[src/rtl/templatized_alu_sequencer_if.sv]
// ---------------------------------------------------------------------------
// templatized_alu_sequencer_if
//   Issue and completion handshakes of the ALU sequencer.
//
//   Both handshakes use the same rule: a transfer happens on a rising clock
//   edge where valid && ready are both high. valid, once raised, and the
//   payload that goes with it stay unchanged until that transfer.
//
//   op_valid   : issue stage has an op to hand over
//   op_ready   : sequencer can take an op this cycle
//   op_code    : operation code (OP_W bits)
//   op_tag     : tag returned with the completion (TAG_W bits)
//   done_valid : sequencer holds a completion
//   done_ready : consumer takes the completion this cycle
//   done_tag   : tag of the completed op
//   done_err   : completed op was illegal
//
//   master : issue/consumer side       slave : sequencer side
// ---------------------------------------------------------------------------
interface templatized_alu_sequencer_if #(
    parameter int OP_W  = 4,
    parameter int TAG_W = 4
);
    logic             op_valid;
    logic             op_ready;
    logic [OP_W-1:0]  op_code;
    logic [TAG_W-1:0] op_tag;
    logic             done_valid;
    logic             done_ready;
    logic [TAG_W-1:0] done_tag;
    logic             done_err;

    modport master (
        output op_valid, op_code, op_tag, done_ready,
        input  op_ready, done_valid, done_tag, done_err
    );

    modport slave (
        input  op_valid, op_code, op_tag, done_ready,
        output op_ready, done_valid, done_tag, done_err
    );
endinterface

[src/rtl/templatized_alu_sequencer.sv]
// ---------------------------------------------------------------------------
// templatized_alu_sequencer
//   Takes one ALU op at a time, decodes it to the {U2,U1,U0} unit enables,
//   pulses the enables for one cycle, waits out the slowest enabled unit's
//   latency and returns a tagged completion. Illegal ops skip issue, complete
//   immediately with done_err=1 and bump a saturating counter.
//
//   clk         : clock
//   rst_n       : asynchronous active-low reset
//   bus         : issue/completion handshakes (slave modport)
//   flush       : synchronous abort, highest priority
//   unit_en     : {U2,U1,U0} one-cycle enable pulse (registered)
//   busy        : sequencer not idle
//   illegal_cnt : saturating count of illegal ops
//   o_dbg_state : current FSM state (IDLE=0, ISSUE=1, EXEC=2, DONE=3)
// ---------------------------------------------------------------------------
module templatized_alu_sequencer #(
    parameter int OP_W   = 4,
    parameter int TAG_W  = 4,
    parameter int LAT_W  = 4,
    parameter int LAT_U2 = 1,
    parameter int LAT_U1 = 3,
    parameter int LAT_U0 = 2,
    parameter int CNT_W  = 8
) (
    input  logic                          clk,
    input  logic                          rst_n,
    templatized_alu_sequencer_if.slave    bus,
    input  logic                          flush,
    output logic [2:0]                    unit_en,
    output logic                          busy,
    output logic [CNT_W-1:0]              illegal_cnt,
    output logic [1:0]                    o_dbg_state
);

    typedef enum logic [1:0] {
        S_IDLE  = 2'd0,
        S_ISSUE = 2'd1,
        S_EXEC  = 2'd2,
        S_DONE  = 2'd3
    } state_t;

    // A zero latency parameter still costs one cycle.
    localparam logic [LAT_W-1:0] C_LAT_U2 = (LAT_U2 == 0) ? LAT_W'(1) : LAT_W'(LAT_U2);
    localparam logic [LAT_W-1:0] C_LAT_U1 = (LAT_U1 == 0) ? LAT_W'(1) : LAT_W'(LAT_U1);
    localparam logic [LAT_W-1:0] C_LAT_U0 = (LAT_U0 == 0) ? LAT_W'(1) : LAT_W'(LAT_U0);

    state_t             r_state;
    logic [2:0]         r_unit_en;
    logic [LAT_W-1:0]   r_lat;
    logic [LAT_W-1:0]   r_cnt;
    logic               r_done_valid;
    logic [TAG_W-1:0]   r_done_tag;
    logic               r_done_err;
    logic [CNT_W-1:0]   r_illegal_cnt;

    logic               w_upper_nz;
    logic [2:0]         w_dec;
    logic               w_legal;
    logic [LAT_W-1:0]   w_lat;
    logic               w_accept;

    // Any set bit above bit 3 makes the op illegal.
    generate
        if (OP_W > 4) begin : g_upper
            assign w_upper_nz = |bus.op_code[OP_W-1:4];
        end else begin : g_no_upper
            assign w_upper_nz = 1'b0;
        end
    endgenerate

    always_comb begin
        w_dec = 3'b000;
        case (bus.op_code[3:0])
            4'b0000, 4'b0001, 4'b0010:          w_dec = 3'b100;
            4'b0100:                            w_dec = 3'b110;
            4'b0101:                            w_dec = 3'b010;
            4'b0110, 4'b0111, 4'b1000, 4'b1001: w_dec = 3'b001;
            default:                            w_dec = 3'b000;
        endcase
        if (w_upper_nz) begin
            w_dec = 3'b000;
        end
    end

    assign w_legal = (w_dec != 3'b000);

    // Op latency is that of the slowest unit it enables.
    always_comb begin
        w_lat = '0;
        if (w_dec[2] && (C_LAT_U2 > w_lat)) w_lat = C_LAT_U2;
        if (w_dec[1] && (C_LAT_U1 > w_lat)) w_lat = C_LAT_U1;
        if (w_dec[0] && (C_LAT_U0 > w_lat)) w_lat = C_LAT_U0;
    end

    assign bus.op_ready = (r_state == S_IDLE) && !flush;
    assign w_accept     = bus.op_valid && bus.op_ready;

    always_ff @(posedge clk or negedge rst_n) begin
        if (!rst_n) begin
            r_state       <= S_IDLE;
            r_unit_en     <= 3'b000;
            r_lat         <= '0;
            r_cnt         <= '0;
            r_done_valid  <= 1'b0;
            r_done_tag    <= '0;
            r_done_err    <= 1'b0;
            r_illegal_cnt <= '0;
        end else begin
            // The enable is a single-cycle pulse: raised on the accept edge
            // so it is visible exactly during ISSUE, dropped on the next edge.
            r_unit_en <= 3'b000;
            if (flush) begin
                r_state      <= S_IDLE;
                r_done_valid <= 1'b0;
            end else begin
                case (r_state)
                    S_IDLE: begin
                        if (w_accept) begin
                            r_done_tag <= bus.op_tag;
                            if (w_legal) begin
                                r_state    <= S_ISSUE;
                                r_unit_en  <= w_dec;
                                r_lat      <= w_lat;
                                r_done_err <= 1'b0;
                            end else begin
                                r_state      <= S_DONE;
                                r_done_valid <= 1'b1;
                                r_done_err   <= 1'b1;
                                if (r_illegal_cnt != {CNT_W{1'b1}}) begin
                                    r_illegal_cnt <= r_illegal_cnt + 1'b1;
                                end
                            end
                        end
                    end
                    S_ISSUE: begin
                        r_cnt <= r_lat;
                        if (r_lat == LAT_W'(1)) begin
                            r_state      <= S_DONE;
                            r_done_valid <= 1'b1;
                        end else begin
                            r_state <= S_EXEC;
                        end
                    end
                    S_EXEC: begin
                        // Leaving at count 2 puts done_valid L cycles after ISSUE.
                        r_cnt <= r_cnt - 1'b1;
                        if (r_cnt == LAT_W'(2)) begin
                            r_state      <= S_DONE;
                            r_done_valid <= 1'b1;
                        end
                    end
                    S_DONE: begin
                        if (bus.done_ready) begin
                            r_state      <= S_IDLE;
                            r_done_valid <= 1'b0;
                        end
                    end
                    default: begin
                        r_state <= S_IDLE;
                    end
                endcase
            end
        end
    end

    assign unit_en        = r_unit_en;
    assign busy           = (r_state != S_IDLE);
    assign illegal_cnt    = r_illegal_cnt;
    assign o_dbg_state    = r_state;
    assign bus.done_valid = r_done_valid;
    assign bus.done_tag   = r_done_tag;
    assign bus.done_err   = r_done_err;

endmodule

[src/flat_wrapper.sv]
// flat-port wrapper written by rule: the top's interface ports become plain ports
module templatized_alu_sequencer_flat 
#(
    parameter int OP_W   = 4,
    parameter int TAG_W  = 4,
    parameter int LAT_W  = 4,
    parameter int LAT_U2 = 1,
    parameter int LAT_U1 = 3,
    parameter int LAT_U0 = 2,
    parameter int CNT_W  = 8
)
  (clk, rst_n, flush, unit_en, busy, illegal_cnt, o_dbg_state, bus_op_valid, bus_op_code, bus_op_tag, bus_done_ready, bus_op_ready, bus_done_valid, bus_done_tag, bus_done_err);
  templatized_alu_sequencer_if #(.OP_W(OP_W), .TAG_W(TAG_W)) bus_i ();
  input  logic clk;
  input  logic rst_n;
  input  logic flush;
  output logic [2:0] unit_en;
  output logic busy;
  output logic [CNT_W-1:0] illegal_cnt;
  output logic [1:0] o_dbg_state;
  input wire logic [$bits(bus_i.op_valid)-1:0] bus_op_valid;
  input wire logic [$bits(bus_i.op_code)-1:0] bus_op_code;
  input wire logic [$bits(bus_i.op_tag)-1:0] bus_op_tag;
  input wire logic [$bits(bus_i.done_ready)-1:0] bus_done_ready;
  output wire logic [$bits(bus_i.op_ready)-1:0] bus_op_ready;
  output wire logic [$bits(bus_i.done_valid)-1:0] bus_done_valid;
  output wire logic [$bits(bus_i.done_tag)-1:0] bus_done_tag;
  output wire logic [$bits(bus_i.done_err)-1:0] bus_done_err;
  assign bus_i.op_valid = bus_op_valid;
  assign bus_i.op_code = bus_op_code;
  assign bus_i.op_tag = bus_op_tag;
  assign bus_i.done_ready = bus_done_ready;
  assign bus_op_ready = bus_i.op_ready;
  assign bus_done_valid = bus_i.done_valid;
  assign bus_done_tag = bus_i.done_tag;
  assign bus_done_err = bus_i.done_err;
  templatized_alu_sequencer #(.OP_W(OP_W), .TAG_W(TAG_W), .LAT_W(LAT_W), .LAT_U2(LAT_U2), .LAT_U1(LAT_U1), .LAT_U0(LAT_U0), .CNT_W(CNT_W)) u_core (.clk(clk), .rst_n(rst_n), .bus(bus_i), .flush(flush), .unit_en(unit_en), .busy(busy), .illegal_cnt(illegal_cnt), .o_dbg_state(o_dbg_state));
endmodule
[config.mk]
export PLATFORM = sky130hd
export DESIGN_NAME = templatized_alu_sequencer_flat
export DESIGN_NICKNAME = d
export VERILOG_FILES = /design/src/rtl/templatized_alu_sequencer_if.sv /design/src/rtl/templatized_alu_sequencer.sv /design/src/flat_wrapper.sv
export SDC_FILE = /design/constraint.sdc
export NUM_CORES = 1
export LEC_CHECK = 0
export CORE_MARGIN = 2
export CORE_UTILIZATION = 45
export DETAILED_ROUTE_END_ITERATION = 7
export PLACE_DENSITY_LB_ADDON = 0.05
export SYNTH_ARGS = -nofsm -noshare
export SYNTH_HDL_FRONTEND = slang
export SYNTH_SLANG_ARGS = --single-unit
[constraint.sdc]
create_clock -name clk -period 2.3 [get_ports clk]
set_clock_uncertainty 0.05 [all_clocks]
set_input_delay 0.46 -clock clk [delete_from_list [all_inputs] [get_ports clk]]
set_output_delay 0.46 -clock clk [all_outputs]
set_load 0.02 [all_outputs]
# After elaboration in Yosys (flattened, before gate mapping)
# Memories as Yosys holds them, arrays and structs flattened.
# Index checks and enable logic that the tools add are counted.
# totals
in_bits,13
mem_count,1
output_inout_bits,21
elab_cells,64
romBits,48
regBits,27
# mem_list
name,words,width,read_ports,rd_ports_with_merged_regs,write_ports,line_no,source
(no name shown),16,3,1,0,0,templatized_alu_sequencer.sv:74,case (bus.op_code[3:0])
# op_classes
muxes,23
order_cmp,2
reduce_logical,15
addsub,2
eq_ne,11
bitwise_logic,2
# ops
cell,n
$mux 3,4
$mux 2,5
$reduce_and 5->1,2
$mux 1,9
$ne 3x2->1 const B,3
$add 8x1->8 const B,1
$gt 2x4->1 const A,2
$mux 4,2
$ne 8x8->1 const B,1
$pmux 2 s4,1
$pmux 4 s2,1
$ne 3x3->1 const B,2
$reduce_and 3->1,2
$eq 2x2->1 const B,2
$eq 4x1->1 const B,1
$eq 4x2->1 const B,1
$logic_and 1x1->1,4
$pmux 1 s4,1
$reduce_and 4->1,1
$reduce_bool 2->1,2
$sub 4x1->4 const B,1
$reduce_bool 3->1,1
$eq 2x1->1 const B,1
$logic_not 2->1,1
3 further kinds,4

# Logic depth before layout (Yosys ltp)
# An unclocked memory read counts as a cell.
# depth
depth_word,8
mapped_depth,7
ltp_nobuf,6

# Worst setup path after synthesis
# Ideal clock, no wire load.
# synth_timing
kind,register -> register
from,"register u_core.r_state[0], in the netlist u_core.o_dbg_state[0]"
to,"register u_core.r_illegal_cnt[1], in the netlist u_core.illegal_cnt[1]"
n_path_buf,1
path_slack_ps,201
path_stages_with_launch,8
period_less_slack_ps,2099
arrival_ps,1924
setup_ps,125
t_required_ps,2125
cell_sequence,dfrtp_1 inv_1 ha_1 and3b_1 clkbuf_1 o221ai_2 nor2_1 mux2_2
# synth_between
elab_chain_cells,4
# synth_rtl
item,line_no,source
from (decl),templatized_alu_sequencer.sv:48,state_t r_state;
from (signal assigned),templatized_alu_sequencer.sv:101,r_state <= S_IDLE;
from (signal assigned),templatized_alu_sequencer.sv:114,r_state <= S_IDLE;
from (signal assigned),templatized_alu_sequencer.sv:122,r_state <= S_ISSUE;
$logic_not 2->1 (*),"templatized_alu_sequencer.sv:96, templatized_alu_sequencer.sv:117",
$logic_and 1x1->1,templatized_alu_sequencer.sv:96,assign bus.op_ready = (r_state == S_IDLE) && !flush;
$logic_and 1x1->1,templatized_alu_sequencer.sv:97,assign w_accept = bus.op_valid && bus.op_ready;
$reduce_and 5->1 (no line) (*),n/a,
to (signal assigned),templatized_alu_sequencer.sv:131,r_illegal_cnt <= r_illegal_cnt + 1'b1;
to (decl),templatized_alu_sequencer.sv:55,logic [CNT_W-1:0] r_illegal_cnt;
# Every way passes the cells marked *; elsewhere a longest branch is shown, timed or not.
# A chain may end at the register's enable or synchronous reset.

# Worst setup path after layout
# layout_timing
from,"register u_core.r_state[0], in the netlist u_core.o_dbg_state[0]"
to,output bus_op_ready
# layout_between
elab_chain_cells,2
# layout_rtl
item,line_no,source
$logic_not 2->1,templatized_alu_sequencer.sv:96,
$logic_and 1x1->1,templatized_alu_sequencer.sv:96,
to (decl),flat_wrapper.sv:25,output wire logic [$bits(bus_i.op_ready)-1:0] bus_op_ready;
# Every way passes these cells.

==> flow_summary.json <==
{
  "setup_viol": 0,
  "clock_latency_ps": 330,
  "wl_met3_microns": 142,
  "fillers": 240,
  "drv_slew": 0,
  "ant_nets": 0,
  "drt_iter0_drc": 49,
  "initial_core_util": 0.476,
  "grt_pass1_vias": 1048,
  "synth_top_area_share": 0.476,
  "post_cts_resized": 2,
  "start_kind": "register",
  "highest_layer": "met4",
  "vias_per_cell": 5.47,
  "worstPathArrival_ps": 1640,
  "crit_type": "register to output pin",
  "ys_warn_count": 0,
  "cts-root-buf": "clkbuf_4",
  "area_growth_pct": 34.2,
  "layout_commonest_cell": "clkdlybuf4s50_1",
  "gp_congestion": 0.815,
  "register_area_sq_um": 626,
  "cp-end-kind": "output pin",
  "overflow": 0,
  "period_share": 0.934,
  "cts_tree": "done",
  "vdd_drop_max_mv": 0.756,
  "die_w_microns": 58.0,
  "yosys-mux-area-fraction": 0.0752,
  "rsz0062_at_grt": "no",
  "met1_length_mm": 1.17,
  "synthCells": 124,
  "cts.sinks": 25,
  "worst_r2r_path_depth": 6,
  "hpwl_mm": 2.02,
  "htree_num_levels": 1,
  "synth_top_family_by_area": "simple AND/OR/NAND/NOR gates",
  "yosysSeqAreaShare": 0.476,
  "fin_tns_setup_ps": 0,
  "final_cell_mix": "clkdlybuf4s50_1 (31), dfrtp_1 (25), inv_1 (9), buf_4 (9), ha_1 (8)",
  "antenna_found_initial": 0,
  "diodes": 0,
  "finalCriticalPeriod_ps": 2150,
  "wl_per_cell_microns": 13.5,
  "ys_seq_elements": 25,
  "min_path_type": "primary input to asynchronous set/reset pin",
  "multiInputGateArea_sq_um": 639,
  "first_pass_iters": 4,
  "synth_xor_area_frac": 0.0333,
  "status": "complete, no violations",
  "syn_avg_cell_area_sq_um": 10.6,
  "syn_area_sq_mm": 0.00131,
  "hold_viol": 0,
  "r2r-start": "u_core.o_dbg_state[0]",
  "io_pins": 34,
  "wl_met2_mm": 1.32,
  "timing.rr.end": "u_core.illegal_cnt[6]",
  "drv_cap": 0,
  "yosys.cell_types.count": 36,
  "p_per_area_mw_per_mm2": 1030,
  "synth_area_leaders": "dfrtp_1 (48%), ha_1 (7.6%), mux2_2 (6.0%)",
  "yosysTopAreaCell": "dfrtp_1",
  "r2r_slack_ps": 340,
  "post_cts_buffers": 0,
  "grt_usage": 0.177,
  "cts_hold_buf": 0,
  "fmax_ghz": 0.465,
  "grt_max_degree": 26,
  "path_max_fanout": 5,
  "power_leakage_uw": 0.000798,
  "drive_gt1_frac": 0.139,
  "stdcell_area_sq_mm": 0.00176,
  "required_ps": 1790,
  "vias": 1078,
  "cts_max_path_buffers": 2,
  "yosys.area_share.simple": 0.166,
  "grt_pass1_wl_mm": 4.57,
  "placed_cell_area_sq_mm": 0.00174,
  "numCtsBuffers": 3,
  "tightest_slew_ps": 360,
  "holdWs_ps": 426,
  "die_h_microns": 58.0,
  "dieArea_sq_mm": 0.00337,
  "path_clk_slew_ps": 140,
  "drcViolationCount": 0,
  "port-buffer-count": 33,
  "slew_headroom": 0.757,
  "synthAdderAreaFrac": 0.0838,
  "drt-total-wl_mm": 2.65,
  "coreArea_sq_mm": 0.00276,
  "synth-compound-area-share": 0.129,
  "rows": 19,
  "fin_nets": 188,
  "synthesis.nets": 145
}
cells by family (layout without fill, tap and decap cells):
| kind of cell | count (synthesis) | count (layout) |
|---|---|---|
| xor gates and xnor gates | 5 | 5 |
| AOI/OAI and AO/OA | 23 | 23 |
| buffers and inverters | 13 | 55 |
| and+or+nand+nor | 40 | 40 |
| muxes | 9 | 9 |
| DFF | 25 | 25 |
| adders and majority gates | 9 | 9 |
metal layers:
| metal | up-vias | GRT usage |
|---|---|---|
| met4 | 0 | 0.0399 |
| met2 | 27 | 0.305 |
| met3 | 5 | 0.0536 |
| met1 | 521 | 0.218 |
| met5 | - | 0 |
| li1 | 525 | - |
through the flow:
step | std cells | power [uW] | setup WS [ps] | util
2_1_floorplan | 124 | 1240 | 201 | -
3_3_place_gp | 193 | 1610 | 165 | 0.629
3_5_place_dp | 193 | 1640 | 117 | 0.629
4_1_cts | 197 | 1840 | 132 | 0.639
5_1_grt | 197 | 1950 | 16.5 | 0.639
6_report | 197 | 1820 | 151 | 0.639
Yosys cell counts, drive strengths merged:
master / number
o211ai: 1
a21oi: 3
nor3: 6
o21ai: 5
mux2: 7
and3b: 1
a211oi: 2
a222oi: 2
a21o: 1
o2bb2ai: 1
maj3: 1
dfrtp: 25
o31ai: 1
ha: 8
xor2: 5
nand2: 7
o22a: 1
nor4b: 1
nand4: 1
a31oi: 2
clkbuf: 4
a22o: 1
or3b: 2
or3: 1
nor4: 2
nand3b: 2
o221ai: 2
nand2b: 4
mux2i: 2
nor2: 7
a311oi: 1
nor2b: 3
inv: 9
nand3: 3
worst max-delay path, cell delays in order (launching register included):
cell and delay, ps:
dfrtp_1 450, inv_1 120, ha_1 230, inv_1 80, nor2_1 100, dlygate4sd2_1 330
sequential cells by signal (all words and copies together) (netlist names):
register,flops
u_core.illegal_cnt,8
u_core.o_dbg_state,2
u_core.bus.done_valid,1
u_core.bus.done_tag,4
u_core.r_cnt,4
u_core.bus.done_err,1
u_core.unit_en,3
u_core.r_lat,2
final cells by class:
type / instances / share of cell area
Clock inverter: 1 / 0.00426
Timing Repair Buffer: 42 / 0.224
Multi-Input combinational cell: 86 / 0.363
Clock buffer: 3 / 0.0128
Inverter: 9 / 0.0192
Tap cell: 31 / 0.0220
Sequential cell: 25 / 0.355
power breakdown:
part	total, uW	internal, uW	switching, uW	leakage, uW
Clock	206	66.6	139	0.0000139
Sequential	694	575	120	0.000319
Combinational	920	457	463	0.000464
Total	1820	1100	722	0.000798
worst max-delay path by stage:
stage | start | end | slack, ps | depth (start not counted)
floorplan | u_core.o_dbg_state[0] | u_core.illegal_cnt[1] | 200 | 7
global placement | flush | bus_op_ready | 170 | 3
detailed placement | bus_op_code[0] | u_core.illegal_cnt[6] | 120 | 5
CTS | u_core.o_dbg_state[0] | bus_op_ready | 130 | 5
global route | u_core.o_dbg_state[0] | bus_op_ready | 20 | 5
finish | u_core.o_dbg_state[0] | bus_op_ready | 150 | 5
Power figures use the tool's default switching activity.
